==> src/rtl/stereo_pkg.sv <==
// rtl/stereo_pkg.sv - shared widths and state encoding for the disparity cost path
package stereo_pkg;

  typedef enum logic {
    IDLE   = 1'b0,
    STREAM = 1'b1
  } ser_state_e;

  // Largest aggregated census cost is (WC^2/2) bits per window times WH^2 windows.
  function automatic int cbit_f(input int wc, input int wh);
    return $clog2(((wc ** 2) / 2) * (wh ** 2));
  endfunction

  function automatic int dbit_f(input int d);
    return $clog2(d);
  endfunction

endpackage

==> src/rtl/disp_cmp.sv <==
// rtl/disp_cmp.sv - one comparator step of the winner-take-all reduction
module disp_cmp #(
  parameter int CBIT = 8,
  parameter int DBIT = 6
) (
  input  logic [CBIT-1:0] a_c,
  input  logic [DBIT-1:0] a_d,
  input  logic [CBIT-1:0] b_c,
  input  logic [DBIT-1:0] b_d,
  output logic [CBIT-1:0] win_c,
  output logic [DBIT-1:0] win_d
);

  // Strict compare: on a tie the incumbent (lower disparity) is kept.
  logic b_wins;
  assign b_wins = (b_c < a_c);
  assign win_c  = b_wins ? b_c : a_c;
  assign win_d  = b_wins ? b_d : a_d;

endmodule

==> src/rtl/disp_cost_ser.sv <==
// rtl/disp_cost_ser.sv - cost vector to (cost, disparity) beat serialiser; DISP_COST_SER_MINTRACK_EN adds a running minimum
module disp_cost_ser
  import stereo_pkg::*;
#(
  parameter int    WC   = 3,
  parameter int    WH   = 7,
  parameter int    D    = 64,
  localparam int   DBIT = dbit_f(D),
  localparam int   CBIT = cbit_f(WC, WH)
) (
  input  logic                i_clk,
  input  logic                i_rst_n,
  input  logic                i_valid,
  output logic                o_ready,
  input  logic [D*CBIT-1:0]   i_cost_vec,
  output logic                o_valid,
  input  logic                i_ready,
  output logic [CBIT-1:0]     o_data_c,
  output logic [DBIT-1:0]     o_data_d,
  output logic                o_last
`ifdef DISP_COST_SER_MINTRACK_EN
 ,output logic                o_min_valid,
  output logic [CBIT-1:0]     o_min_c,
  output logic [DBIT-1:0]     o_min_d
`endif
);

  ser_state_e          state;
  logic [D*CBIT-1:0]   vec;
  logic [DBIT-1:0]     cnt;
  logic                load;
  logic                advance;
  logic                to_idle;

  assign o_ready  = (state == IDLE) || (o_last && i_ready);
  assign o_data_d = cnt;

  assign load    = i_valid && o_ready;
  assign advance = (state == STREAM) && i_ready && !o_last;
  assign to_idle = (state == STREAM) && i_ready && o_last && !i_valid;

  // The vector shifts down one cost per beat so the next cost is always in slot 1.
  always_ff @(posedge i_clk or negedge i_rst_n) begin
    if (!i_rst_n) begin
      state    <= IDLE;
      vec      <= '0;
      cnt      <= '0;
      o_valid  <= 1'b0;
      o_last   <= 1'b0;
      o_data_c <= '0;
    end else if (load) begin
      state    <= STREAM;
      vec      <= i_cost_vec;
      cnt      <= '0;
      o_valid  <= 1'b1;
      o_last   <= 1'b0;
      o_data_c <= i_cost_vec[CBIT-1:0];
    end else if (advance) begin
      vec      <= vec >> CBIT;
      cnt      <= cnt + DBIT'(1);
      o_last   <= (cnt == DBIT'(D - 2));
      o_data_c <= vec[2*CBIT-1 -: CBIT];
    end else if (to_idle) begin
      state    <= IDLE;
      o_valid  <= 1'b0;
      o_last   <= 1'b0;
    end
  end

`ifdef DISP_COST_SER_MINTRACK_EN
  logic            beat_fire;
  logic [CBIT-1:0] run_c;
  logic [DBIT-1:0] run_d;
  logic [CBIT-1:0] ref_c;
  logic [DBIT-1:0] ref_d;
  logic [CBIT-1:0] win_c;
  logic [DBIT-1:0] win_d;

  assign beat_fire = o_valid && i_ready;
  // Beat 0 seeds the tracker by comparing against itself.
  assign ref_c = (cnt == '0) ? o_data_c : run_c;
  assign ref_d = (cnt == '0) ? cnt      : run_d;

  disp_cmp #(
    .CBIT (CBIT),
    .DBIT (DBIT)
  ) u_cmp (
    .a_c   (ref_c),
    .a_d   (ref_d),
    .b_c   (o_data_c),
    .b_d   (cnt),
    .win_c (win_c),
    .win_d (win_d)
  );

  always_ff @(posedge i_clk or negedge i_rst_n) begin
    if (!i_rst_n) begin
      run_c       <= '0;
      run_d       <= '0;
      o_min_c     <= '0;
      o_min_d     <= '0;
      o_min_valid <= 1'b0;
    end else begin
      o_min_valid <= 1'b0;
      if (beat_fire) begin
        run_c <= win_c;
        run_d <= win_d;
        if (o_last) begin
          o_min_c     <= win_c;
          o_min_d     <= win_d;
          o_min_valid <= 1'b1;
        end
      end
    end
  end
`endif

endmodule

==> config.mk <==
export PLATFORM = sky130hd
export DESIGN_NAME = disp_cost_ser
export DESIGN_NICKNAME = d
export VERILOG_FILES = /design/src/rtl/stereo_pkg.sv /design/src/rtl/disp_cmp.sv /design/src/rtl/disp_cost_ser.sv
export SDC_FILE = /design/constraint.sdc
export NUM_CORES = 1
export LEC_CHECK = 0
export CORE_MARGIN = 4
export CORE_UTILIZATION = 35
export DETAILED_ROUTE_END_ITERATION = 7
export PLACE_DENSITY = 0.66
export SLEW_MARGIN = 40
export SYNTH_ARGS = -nofsm -noshare
export SYNTH_HDL_FRONTEND = slang
export SYNTH_HIERARCHICAL = 1
export SYNTH_SLANG_ARGS = --single-unit
==> constraint.sdc <==
create_clock -name i_clk -period 3.25 [get_ports i_clk]
set_input_delay 0.4875 -clock i_clk [delete_from_list [all_inputs] [get_ports i_clk]]
set_output_delay 0.4875 -clock i_clk [all_outputs]
set_load 0.02 [all_outputs]
# After elaboration in Yosys (flattened, before gate mapping)

Cells that the tools add are included.

Register bits: 528
Output and inout port bits: 17
Logic and storage cells: 33

Add/subtract/negate cells: 1
Eq/ne operators: 2
Muxes and demuxes: 11
Bitwise operators: 1
Reduce and logical (&&, ||, !) cells: 13

Operators with widths:

| kind                                                          | count |
|---|---|
| 512-bit 2-to-1 mux                                            | 2 |
| 8-bit 2-to-1 mux                                              | 2 |
| 6-bit 2-to-1 mux                                              | 2 |
| 6-bit by 1-bit adder with 6-bit output, second input constant | 1 |
| 6-bit == test, second input constant                          | 1 |
| 1-bit logical AND                                             | 6 |
| 1-bit 2-to-1 mux                                              | 5 |
| 2-bit nonzero test                                            | 2 |
| 3-bit nonzero test                                            | 1 |
| 1-bit zero test                                               | 2 |
| 2-bit inequality test, second input constant                  | 1 |
| 2-bit AND reduction                                           | 1 |
| 1-bit logical OR                                              | 1 |
| 1-bit inverter                                                | 1 |

# Logic depth before layout (Yosys ltp)

Word-level depth: 6
Gate-level depth with buffers: 7
Gate-level depth less buffers: 4

# Least setup slack after synthesis

No wires, ideal clock.

Kind: input-to-output
From: input port i_ready
To: output port o_ready
Data arrival time: 1.206 ns
Required time: 2.762 ns
Setup slack: 1.556 ns
Cell stages on the path: 3
Buffers on the path: 2
Path through: buf_2 -> a21bo_2 -> clkbuf_1

Cells in the longest elaborated chain, start to end: 2

RTL lines:

| what              | line                | source |
|---|---|---|
| start, declared   | disp_cost_ser.sv:17 | `input logic i_ready,` |
| 1-bit logical AND | disp_cost_ser.sv:35 | `assign o_ready = (state == IDLE) \|\| (o_last && i_ready);` |
| 1-bit logical OR  | disp_cost_ser.sv:35 |  |
| end, declared     | disp_cost_ser.sv:14 | `output logic o_ready,` |

Every way passes these cells.

# Worst setup path after layout

From: register o_last
To: output port o_ready

Cells in the longest elaborated chain, start to end: 2

RTL lines:

| what                   | line                | source |
|---|---|---|
| start, declared        | disp_cost_ser.sv:20 | `output logic o_last` |
| start signal, assigned | disp_cost_ser.sv:61 | `o_last <= (cnt == DBIT'(D - 2));` |
| 1-bit logical AND      | disp_cost_ser.sv:35 |  |
| 1-bit logical OR       | disp_cost_ser.sv:35 |  |

Every way passes these cells.

==> results.sh <==
export IMPL_report_final_slew_viol_count=0
export IMPL_area_growth_pct=28.7
export IMPL_fin_crit_sh_pct=86.2
export IMPL_routedWlPerCell_um=20.7
export IMPL_preCtsSetupSlack_ps=643
export IMPL_ys_types=36
export IMPL_first_pass_iters=7
export IMPL_cts_setup_buffers=0
export IMPL_finalHoldViolations=0
export IMPL_seqPwrFrac_pct=41.8
export IMPL_comb_power_share_pct=20.8
export IMPL_drtIter0Drc=2541
export IMPL_register_area_um2=13000
export IMPL_cts_made_buffers=61
export IMPL_met2_usage_pct=34.0
export IMPL_synth_nets=3870
export IMPL_htreeDepth=2
export IMPL_antenna_found_initial=24
export IMPL_chipHeight_um=297
export IMPL_totalWireLength_um=100000
export IMPL_gp_congestion=0.822
export IMPL_pwr_share_clk_pct=37.5
export IMPL_power_density_nw_per_um2=523
export IMPL_grt_max_degree=194
export IMPL_p_int_mw=14.3
export IMPL_worst_slack_ps=450
export IMPL_rows=105
export IMPL_port_buffers=532
export IMPL_critPathArrivalTime_ps=2310
export IMPL_layout_commonest_cell="nor2_1"
export IMPL_use_met3_pct=4.20
export IMPL_worst_ir_drop_vdd_mv=0.268
export IMPL_grt_busiest_layer="met2"
export IMPL_hold_path_class="input port to flip-flop"
export IMPL_cts_resized_gates=0
export IMPL_syn_inst=3352
export IMPL_cp_required_ps=2760
export IMPL_ys_seq_area_share_pct=44.4
export IMPL_clock_sinks=520
export IMPL_mostFrequentLayoutCells="nor2_1 (952), clkdlybuf4s50_1 (530), dfrtp_1 (518)"
export IMPL_antenna_left=0
export IMPL_power_leakage_nw=17.6
export IMPL_drive_above_1_share_pct=6.19
export IMPL_clkSlewWorstSetupHoldPaths_ps=60
export IMPL_cts_root_buf="clkbuf_16"
export IMPL_grt_pass1_vias=26100
export IMPL_nets=4216
export IMPL_grt_pass1_wl_um=156000
export IMPL_fin_crit_ps=2800
export IMPL_use_met1_pct=29.9
export IMPL_clk_insertion_delay_late_ps=620
export IMPL_grt_usage_pct=21.6
export IMPL_die_area_um2=88400
export IMPL_die_w_um=297
export IMPL_ioPinCount=533
export IMPL_p_sw_share_pct=27.6
export IMPL_cap_violations=0
export IMPL_finalSetupTns_ps=0
export IMPL_slew_headroom_pct=39.3
export IMPL_max_clock_freq_mhz=357
export IMPL_cts_tree="built"
export IMPL_cp_end_kind="output pin"
export IMPL_startpoint_type="flip-flop"
export IMPL_core_area_um2=82500
export IMPL_start_util_pct=35.5
export IMPL_final_setup_viol_count=0
export IMPL_finClkSkew_ps=15.4
export IMPL_syn_area_per_cell_um2=8.74
export IMPL_rsz0062_at_grt="no"
export IMPL_multi_input_area_um2=12800
export IMPL_crit_type="flip-flop to output pin"
export IMPL_drc=0
export IMPL_p_sw_mw=5.45
export IMPL_grt_overflow_total=0
export IMPL_max_clock_path_buffers=3
export IMPL_dp_hpwl_um=65800
export IMPL_viasPerCell=5.56
export IMPL_synthesis_area_um2=29300
export IMPL_ys_ff_latch=520
export IMPL_fill_cells=7920
export IMPL_via_count=26900
export IMPL_outcome="complete, no violations"
export IMPL_ys_warn_count=6
export IMPL_worst_pin_slew_ps=910
export IMPL_critPathMaxFanout=27
[logic make-up after synthesis]
kind of cell    share of synthesized area (%)
simple gates                             13.4
compound gates                           29.9
xor+xnor                               0.0598
fa+ha+maj                              0.0854
buf+inv                                  12.1
flops                                    44.4
[Yosys cell counts, drive strengths merged]
| master | instances | area (um2) |
|---|---|---|
| a21bo | 1 | 10.0 |
| a21o | 1 | 7.51 |
| a21oi | 1 | 5.00 |
| a221o | 1 | 10.0 |
| a221oi | 475 | 4160 |
| a22o | 2 | 17.5 |
| a32o | 1 | 10.0 |
| and2 | 1 | 6.26 |
| and2b | 1 | 7.51 |
| and3b | 1 | 8.76 |
| buf | 181 | 1170 |
| clkbuf | 157 | 589 |
| dfrtp | 520 | 13000 |
| ha | 2 | 25.0 |
| inv | 476 | 1790 |
| nand2 | 21 | 81.3 |
| nand2b | 23 | 144 |
| nand3 | 11 | 55.1 |
| nand3b | 1 | 20.0 |
| nand4 | 1 | 6.26 |
| nor2 | 952 | 3570 |
| nor3b | 1 | 7.51 |
| o21a | 1 | 7.51 |
| o21ai | 10 | 50.0 |
| o221a | 28 | 315 |
| o221ai | 1 | 8.76 |
| o22ai | 1 | 6.26 |
| o2bb2ai | 475 | 4160 |
| o31ai | 1 | 7.51 |
| or2b | 1 | 7.51 |
| or4 | 1 | 7.51 |
| xnor2 | 2 | 17.5 |
[registers in the layout, indices dropped and copies added (netlist names)]
name / cells
o_last: 1
o_data_c: 7
vec: 505
state: 1
o_data_d: 6
[worst paths after layout]
| kind | from | endpoint | slack (ps) | cells past startpoint |
|---|---|---|---|---|
| max in group asynchronous | i_rst_n | o_last | 1860 | 4 |
| setup / recovery | o_last | o_ready | 450 | 2 |
| hold / removal | i_ready | vec[206] | 300 | 2 |
| setup reg to reg | o_last | vec[209] | 800 | 5 |
| min in group asynchronous | i_rst_n | vec[293] | 350 | 2 |
| hold reg to reg | vec[143] | vec[143] | 530 | 2 |
[stage by stage]
| step | std cells | utilization, % | power (mW) | hold slack (ps) | cell area [um2] |
|---|---|---|---|---|---|
| floorplan | 3352 | - | 10.7 | 192 | 29300 |
| detailed placement | 4703 | 43.0 | 12.4 | 396 | 35500 |
| global placement | 4699 | 42.9 | 12.3 | 516 | 35400 |
| global route | 4829 | 45.7 | 20.7 | 292 | 37700 |
| finish | 4832 | 45.7 | 19.7 | 301 | 37700 |
| CTS | 4818 | 45.6 | 19.9 | 254 | 37600 |
[layer usage]
layer / vias up / share of wire, %
met2: 913 / 47
met5: - / 0.12
met3: 148 / 6.5
li1: 12600 / -
met4: 18 / 2.7
met1: 13200 / 44
[worst max-delay path, cell delays in order, from the launching register on]
cell             delay, ps
dfrtp_4                680
a21bo_2                350
clkdlybuf4s50_1        660
[power by group through the flow]
stage | Clock (mW) | Combinational (mW) | Sequential [mW]
after CTS | 7.53 | 4.13 | 8.23
after floorplan | 0 | 2.61 | 8.13
final | 7.39 | 4.09 | 8.24
after global placement | 0 | 4.02 | 8.31
after global routing | 7.79 | 4.56 | 8.36
after detailed placement | 0 | 4.11 | 8.33
[area by class of cell]
type | instances | share of cell area (%)
diodes | 13 | 0.0863
clock buffers | 86 | 4.83
clock inverters | 28 | 0.919
inverters | 476 | 4.74
multi-input cells | 2018 | 33.9
flip-flops and latches | 520 | 34.5
well taps | 1070 | 3.55
repair buffers | 621 | 17.5
[what timing repair did]
item | in CTS | in global routing
hold endpoints to repair | 13 | 0
setup endpoints to repair | 0 | 0
hold buffers | 1 | 0
Power figures use the tool's default switching activity.
